`config.mk`:
```
export PLATFORM = sky130hd
export DESIGN_NAME = ram_bridge
export DESIGN_NICKNAME = d
export VERILOG_FILES = /design/src/rtl/ram_bridge.sv
export SDC_FILE = /design/constraint.sdc
export NUM_CORES = 1
export LEC_CHECK = 0
export CAP_MARGIN = 20
export CORE_UTILIZATION = 45
export DETAILED_ROUTE_END_ITERATION = 7
export PLACE_DENSITY = 0.72
export SLEW_MARGIN = 20
export SYNTH_ARGS = -nofsm -noshare
export SYNTH_HDL_FRONTEND = slang
export SYNTH_SLANG_ARGS = --single-unit
```
`constraint.sdc`:
```
create_clock -name clk -period 11 [get_ports clk]
set_input_delay 1.1 -clock clk [delete_from_list [all_inputs] [get_ports clk]]
set_output_delay 1.1 -clock clk [all_outputs]
set_load 0.02 [all_outputs]
```
`src/rtl/ram_bridge.sv`:
```
// rtl/ram_bridge.sv - 32-bit cache word requests served from a byte-wide synchronous RAM
//
// Accepts one word request from the data cache and performs it as a sequence
// of single-byte accesses to an external synchronous RAM, one per cycle.
//
// Optional feature macro: RAM_BRIDGE_READ_SEL_EN
//   undefined : reads always fetch all four bytes of the word
//   defined   : reads fetch only the lanes set in ram_sel_i; other lanes read 0
//
// Ports:
//   clk, rst       clock, asynchronous active-high reset
//   ram_addr_i     request byte address (bits [1:0] ignored)
//   ram_we_i       1 = write, 0 = read
//   ram_sel_i      byte lanes, bit k = byte k (little-endian)
//   ram_data_i     write data
//   ram_ce_i       request valid, held stable until ram_done_o
//   ram_data_o     read data, valid in the done cycle and held until the next read completes
//   ram_busy_o     transfer in progress
//   ram_done_o     one-cycle completion pulse
//   mem_a_o        byte address to external RAM
//   mem_dout_o     byte write data
//   mem_wr_o       byte write strobe
//   mem_din_i      byte read data, valid the cycle after its address
module ram_bridge #(
    parameter int ADDR_WIDTH = 17
) (
    input  logic                  clk,
    input  logic                  rst,
    input  logic [31:0]           ram_addr_i,
    input  logic                  ram_we_i,
    input  logic [3:0]            ram_sel_i,
    input  logic [31:0]           ram_data_i,
    input  logic                  ram_ce_i,
    output logic [31:0]           ram_data_o,
    output logic                  ram_busy_o,
    output logic                  ram_done_o,
    output logic [ADDR_WIDTH-1:0] mem_a_o,
    output logic [7:0]            mem_dout_o,
    output logic                  mem_wr_o,
    input  logic [7:0]            mem_din_i
);

    typedef enum logic [1:0] {IDLE, RD, WR, DONE} state_t;

`ifdef RAM_BRIDGE_READ_SEL_EN
    localparam bit READ_SEL = 1'b1;
`else
    localparam bit READ_SEL = 1'b0;
`endif

    state_t                  state_q;
    logic [ADDR_WIDTH-3:0]   word_q;      // latched word address
    logic                    we_q;
    logic [31:0]             wdata_q;
    logic [3:0]              todo_q;      // lanes still to be issued
    logic                    issuing_q;   // a lane address is on the bus this cycle
    logic [1:0]              lane_q;      // lane currently on the bus
    logic                    pend_q;      // a read byte arrives on mem_din_i this cycle
    logic [1:0]              pend_lane_q; // lane that arriving byte belongs to
    logic [31:0]             cap_q;       // read word being assembled
    logic [31:0]             rdata_q;     // last completed read word
    logic [ADDR_WIDTH-1:0]   mem_a_q;
    logic [7:0]              mem_dout_q;
    logic                    mem_wr_q;
    logic                    busy_q;
    logic                    done_q;

    logic [3:0]              accept_mask;
    logic [3:0]              src_mask;
    logic [3:0]              rest_mask;
    logic [1:0]              next_lane;
    logic [ADDR_WIDTH-3:0]   src_word;
    logic [31:0]             src_wdata;
    logic                    src_we;
    logic [31:0]             cap_d;

    // Upper address bits alias away and the low two are word-offset bits.
    logic unused_addr_bits;
    assign unused_addr_bits = ^{ram_addr_i[31:ADDR_WIDTH], ram_addr_i[1:0]};

    // In IDLE the next lane comes straight from the incoming request so the
    // first byte can be issued in the cycle right after acceptance.
    always_comb begin
        accept_mask = (ram_we_i || READ_SEL) ? ram_sel_i : 4'b1111;
        src_mask    = (state_q == IDLE) ? accept_mask : todo_q;
        src_word    = (state_q == IDLE) ? ram_addr_i[ADDR_WIDTH-1:2] : word_q;
        src_wdata   = (state_q == IDLE) ? ram_data_i : wdata_q;
        src_we      = (state_q == IDLE) ? ram_we_i : we_q;

        next_lane = 2'd0;
        if (src_mask[0])      next_lane = 2'd0;
        else if (src_mask[1]) next_lane = 2'd1;
        else if (src_mask[2]) next_lane = 2'd2;
        else if (src_mask[3]) next_lane = 2'd3;
        rest_mask = src_mask & ~(4'b0001 << next_lane);

        cap_d = cap_q;
        if (pend_q) begin
            cap_d[{pend_lane_q, 3'b000} +: 8] = mem_din_i;
        end
    end

    always_ff @(posedge clk or posedge rst) begin
        if (rst) begin
            state_q     <= IDLE;
            word_q      <= '0;
            we_q        <= 1'b0;
            wdata_q     <= '0;
            todo_q      <= '0;
            issuing_q   <= 1'b0;
            lane_q      <= '0;
            pend_q      <= 1'b0;
            pend_lane_q <= '0;
            cap_q       <= '0;
            rdata_q     <= '0;
            mem_a_q     <= '0;
            mem_dout_q  <= '0;
            mem_wr_q    <= 1'b0;
            busy_q      <= 1'b0;
            done_q      <= 1'b0;
        end else begin
            mem_a_q     <= '0;
            mem_dout_q  <= '0;
            mem_wr_q    <= 1'b0;
            busy_q      <= 1'b0;
            done_q      <= 1'b0;
            issuing_q   <= 1'b0;
            // A read address on the bus now yields its byte next cycle.
            pend_q      <= issuing_q && !we_q;
            pend_lane_q <= lane_q;
            cap_q       <= cap_d;

            case (state_q)
                IDLE: begin
                    if (ram_ce_i) begin
                        word_q  <= ram_addr_i[ADDR_WIDTH-1:2];
                        we_q    <= ram_we_i;
                        wdata_q <= ram_data_i;
                        if (!ram_we_i) begin
                            cap_q <= '0;
                        end
                        if (accept_mask == 4'b0000) begin
                            state_q <= DONE;
                            done_q  <= 1'b1;
                        end else begin
                            state_q <= ram_we_i ? WR : RD;
                        end
                    end
                end
                RD, WR: begin
                    if (todo_q == 4'b0000) begin
                        // Full-word reads linger one cycle to capture lane 3;
                        // selective reads merge their last byte during DONE.
                        if (state_q == WR || READ_SEL || !issuing_q) begin
                            state_q <= DONE;
                            done_q  <= 1'b1;
                            if (state_q == RD && !READ_SEL) begin
                                rdata_q <= cap_d;
                            end
                        end else begin
                            busy_q <= 1'b1;
                        end
                    end
                end
                DONE: begin
                    state_q <= IDLE;
                    if (READ_SEL && !we_q) begin
                        rdata_q <= cap_d;
                    end
                end
                default: state_q <= IDLE;
            endcase

            // Issue the next lane on acceptance or while lanes remain.
            if ((state_q == IDLE && ram_ce_i && accept_mask != 4'b0000) ||
                ((state_q == RD || state_q == WR) && todo_q != 4'b0000)) begin
                mem_a_q    <= {src_word, next_lane};
                mem_wr_q   <= src_we;
                mem_dout_q <= src_we ? src_wdata[{next_lane, 3'b000} +: 8] : 8'h00;
                busy_q     <= 1'b1;
                issuing_q  <= 1'b1;
                lane_q     <= next_lane;
                todo_q     <= rest_mask;
            end
        end
    end

    assign mem_a_o    = mem_a_q;
    assign mem_dout_o = mem_dout_q;
    assign mem_wr_o   = mem_wr_q;
    assign ram_busy_o = busy_q;
    assign ram_done_o = done_q;

`ifdef RAM_BRIDGE_READ_SEL_EN
    assign ram_data_o = (state_q == DONE && !we_q) ? cap_d : rdata_q;
`else
    assign ram_data_o = rdata_q;
`endif

endmodule

```
==> results.md <==
| Item | Value |
|:---|:---|
| Fin. max-slew vios | 0 |
| Ys flop type | dfrtp_1 |
| CTS Buf Count | 17 |
| Hold Path Depth | 0 |
| Fmax | 295.9 MHz |
| Hold-fix buffers, CTS | 0 |
| Net count after synthesis | 660 |
| Number of cells traversed by the worst register-to-register path | 7 |
| Clock tree from TritonCTS | built |
| Final cycle utilization of the critical path | 30.72% |
| Via density per instance | 5.450 |
| Comb power frac | 39.7% |
| Pint | 0.001516 W |
| P_leak | 3.764 nW |
| Main area contributors after synthesis | dfrtp_1 (56%), mux2_2 (7.8%), mux2i_1 (5.9%) |
| Detail-routed net length per standard cell | 16.72 um |
| Distinct cell type count of the synthesized netlist | 54 |
| EDFF count, synth | 0 |
| Sw power | 0.0008045 W |
| Peak supply drop | 0.1520 mV |
| Tightest Hold Check Type | flip-flop to flip-flop |
| Least-Margin Pin Slew | 1051 ps |
| Placed Area | 8075 sq um |
| Fin nets | 774 |
| Post-synthesis instance area | 6783 sq um |
| Number of antenna violations at the first check in global routing | 0 |
| Post-Synthesis Cells | 570 |
| Wire length after detailed routing | 14680 um |
| Post-CTS setup repair buffer count | 0 |
| Worst path required time | 11320 ps |
| Worst hold slack | 377.2 ps |
| Number of register bits inferred by synthesis | 152 |
| Violations in the final reports | DRC |
| Count of input and output buffers | 122 |
| Boundary Pins | 140 |
| Pin count of the biggest net entering global routing | 94 |
| Antenna Diode Count | 0 |
| Die boundary height | 124.8 um |
| Clock tree root buffer cell | clkbuf_16 |
| Starting density of the core | 46.32% |
| Buffer depth of the longest clock path | 2 |
| Worst slew slack as a fraction of its limit | 29.95% |
| Power per cell area | 268.0 nW/um^2 |
| Wire length of the first global-routing pass | 25390 um |
| Post_cts resized | 0 |
| Post-placement setup slack | 7557 ps |
| Core region area | 14640 sq um |
| Number of cell rows | 44 |
| Type of element capturing the critical path | flip-flop |
| Post-synthesis cell type with the largest combined area | dfrtp_1 |
| Clock network latency to the later pin of the worst-skew pair | 420 ps |
| CTS sink count | 152 |
| Number of levels in the clock H-tree | 4 |
| Starting DRC count in detailed routing | 354 |
| Type of the worst setup path | flip-flop to flip-flop |
| Via Count | 4785 |
| Outcome | finished with violations |
| Final estimated routing congestion in global placement | 0.8495 |
| Total die area | 15570 sq um |
| Switching share of power | 34.67% |
| Remaining antenna violation count after routing | 0 |
| Total gr overflow | 0 |
| GRT Total Usage | 20.79% |
| CP Max Fanout | 73 |
| DRC | 21 |
| Accumulated negative setup slack | 0 ps |
| Maxcap violations | 0 |
| Final min period | 3380 ps |
| Die Span X | 124.8 um |
| Mapped Avg Cell Area | 11.90 sq um |
| Clock Power Share | 24.8% |
| Share of Yosys cell area claimed by the top area cell type | 56.08% |
| Vias in the first global route | 5008 |
| Detailed-routing iteration count for the pre-antenna-repair pass | 7 |
| Post-Layout Inst Area | 8658 sq um |
| RSZ-0062 raised after global routing | false |
| Number of synthesis warnings | 0 |
| Sequential Power Share | 35.5% |
| Number of endpoints with negative hold slack in the final report | 0 |
| Proportion of synthesized flip-flops having asynchronous set or reset | 100.0% |
| Fraction of layout cells with a size suffix above 1 | 14.99% |
| Post-DP HPWL | 9935 um |
| Synthesis-to-finish area growth | 27.65% |
| Clk_skew | 7.587 ps |
| Setup slack after layout | 7620 ps |
| Filler Cells Inserted | 1220 |
| Register area share after synthesis | 56.08% |
| Data arrival, critical path | 3700 ps |
| Kind of start point of the critical path | flip-flop |
| Clock transition at the registers of the reported paths | 60 ps |
| Total setup violations reported at the end of the flow | 0 |
-- layout make-up --
cell class | count | area [sq um] | area share, %
Clock buffer | 27 | 523.0 | 6.040
Timing Repair Buffer | 125 | 1244 | 14.36
Inverter | 15 | 61.31 | 0.7081
Sequential cell | 152 | 3804 | 43.93
Clock inverter | 2 | 60.06 | 0.6936
Tap cell | 184 | 230.2 | 2.659
Multi-Input combinational cell | 373 | 2736 | 31.60
-- cells in the mapped netlist, types with 2 or more instances --
| cell type | number |
|---|---|
| a22oi_1 | 8 |
| buf_2 | 18 |
| nand2_1 | 43 |
| clkbuf_1 | 2 |
| buf_6 | 7 |
| nor3b_2 | 2 |
| inv_1 | 13 |
| a32o_1 | 2 |
| nand3_1 | 9 |
| and4b_1 | 2 |
| and3_1 | 6 |
| nor4bb_1 | 2 |
| nand2b_1 | 2 |
| nor2_1 | 55 |
| a2111oi_2 | 8 |
| mux2_2 | 47 |
| mux2i_1 | 40 |
| a211oi_1 | 8 |
| dfrtp_1 | 152 |
| o22ai_1 | 5 |
| a21o_1 | 4 |
| nor3_1 | 2 |
| a32oi_1 | 20 |
| and2_1 | 3 |
| o21ai_0 | 25 |
| and3b_1 | 2 |
| a21oi_1 | 17 |
| o21ai_1 | 19 |
| nor2b_1 | 13 |
| ha_1 | 10 |
-- sequential cells by signal (all words and copies together), names as in the netlist --
| name | flops |
|---|---|
| wdata_q | 32 |
| state_q | 2 |
| lane_q | 2 |
| pend_q | 1 |
| mem_a_o | 17 |
| issuing_q | 1 |
| pend_lane_q | 2 |
| ram_data_o | 32 |
| word_q | 15 |
| todo_q | 4 |
| we_q | 1 |
| ram_busy_o | 1 |
| mem_dout_o | 8 |
| ram_done_o | 1 |
| cap_q | 32 |
| mem_wr_o | 1 |
-- layout by cell type (no fill, tap or decap), drive strengths merged, types with 3 or more instances in the layout --
cell           instances
dfrtp                152
clkdlybuf4s50        122
nor2                  57
mux2                  48
o21ai                 46
nand2                 44
mux2i                 40
clkbuf                27
a32oi                 20
a21oi                 18
inv                   14
nor2b                 13
nand3                 10
ha                    10
a22oi                  8
a211oi                 8
a2111oi                8
and3                   6
o22ai                  5
a21o                   5
and2                   3
buf                    3
nor3b                  3
-- critical path, cell delays in order, from the launching register on --
cell,delay (ps)
dfrtp_1,400
inv_1,180
ha_4,850
nand2_2,540
buf_4,450
a21oi_2,340
nor2_4,170
o32ai_1,320
-- logic make-up (layout without fill, tap and decap cells) --
group	after synthesis	in the layout	synth area share (%)
buffers and inverters	45	169	3.837
AOI/OAI and AO/OA	124	124	13.12
muxes	88	88	13.93
adders and majority gates	10	10	1.845
DFF	152	152	56.08
and+or+nand+nor	151	151	11.20
-- routing by layer --
| metal | vias to the layer above | share of wire, % | GRT usage [%] |
|---|---|---|---|
| li1 | 2267 | - | - |
| met1 | 2357 | 44 | 25.76 |
| met2 | 143 | 49 | 34.07 |
| met3 | 18 | 5.8 | 5.928 |
| met4 | 0 | 2.0 | 8.715 |
| met5 | - | 0 | 0 |
-- path summary, 6_finish.rpt --
check                                 from        endpoint  slack, ps
min in group asynchronous              rst     wdata_q[19]       1230
worst min-delay path             lane_q[0]  pend_lane_q[0]        380
worst max register to register  state_q[0]       todo_q[3]       7620
max in group asynchronous              rst       todo_q[1]       8490
worst min register to register   lane_q[0]  pend_lane_q[0]        380
worst max-delay path            state_q[0]       todo_q[3]       7620
-- power by group through the flow --
stage          Clock [W]  Combinational, W  Sequential, W
3_5_place_dp           0          0.000927       0.000832
4_1_cts         0.000590          0.000932       0.000824
5_1_grt         0.000614           0.00101       0.000846
2_1_floorplan          0          0.000633       0.000875
6_report        0.000575          0.000921       0.000823
3_3_place_gp           0          0.000900       0.000822
-- through the flow --
step,cells,util (%),power (W)
floorplan,570,-,0.001508
global placement,849,55.14,0.001722
detailed placement,849,55.14,0.001758
CTS,878,59.13,0.002347
global route,878,59.13,0.002474
finish,878,59.13,0.002320
Power figures use the tool's default switching activity.
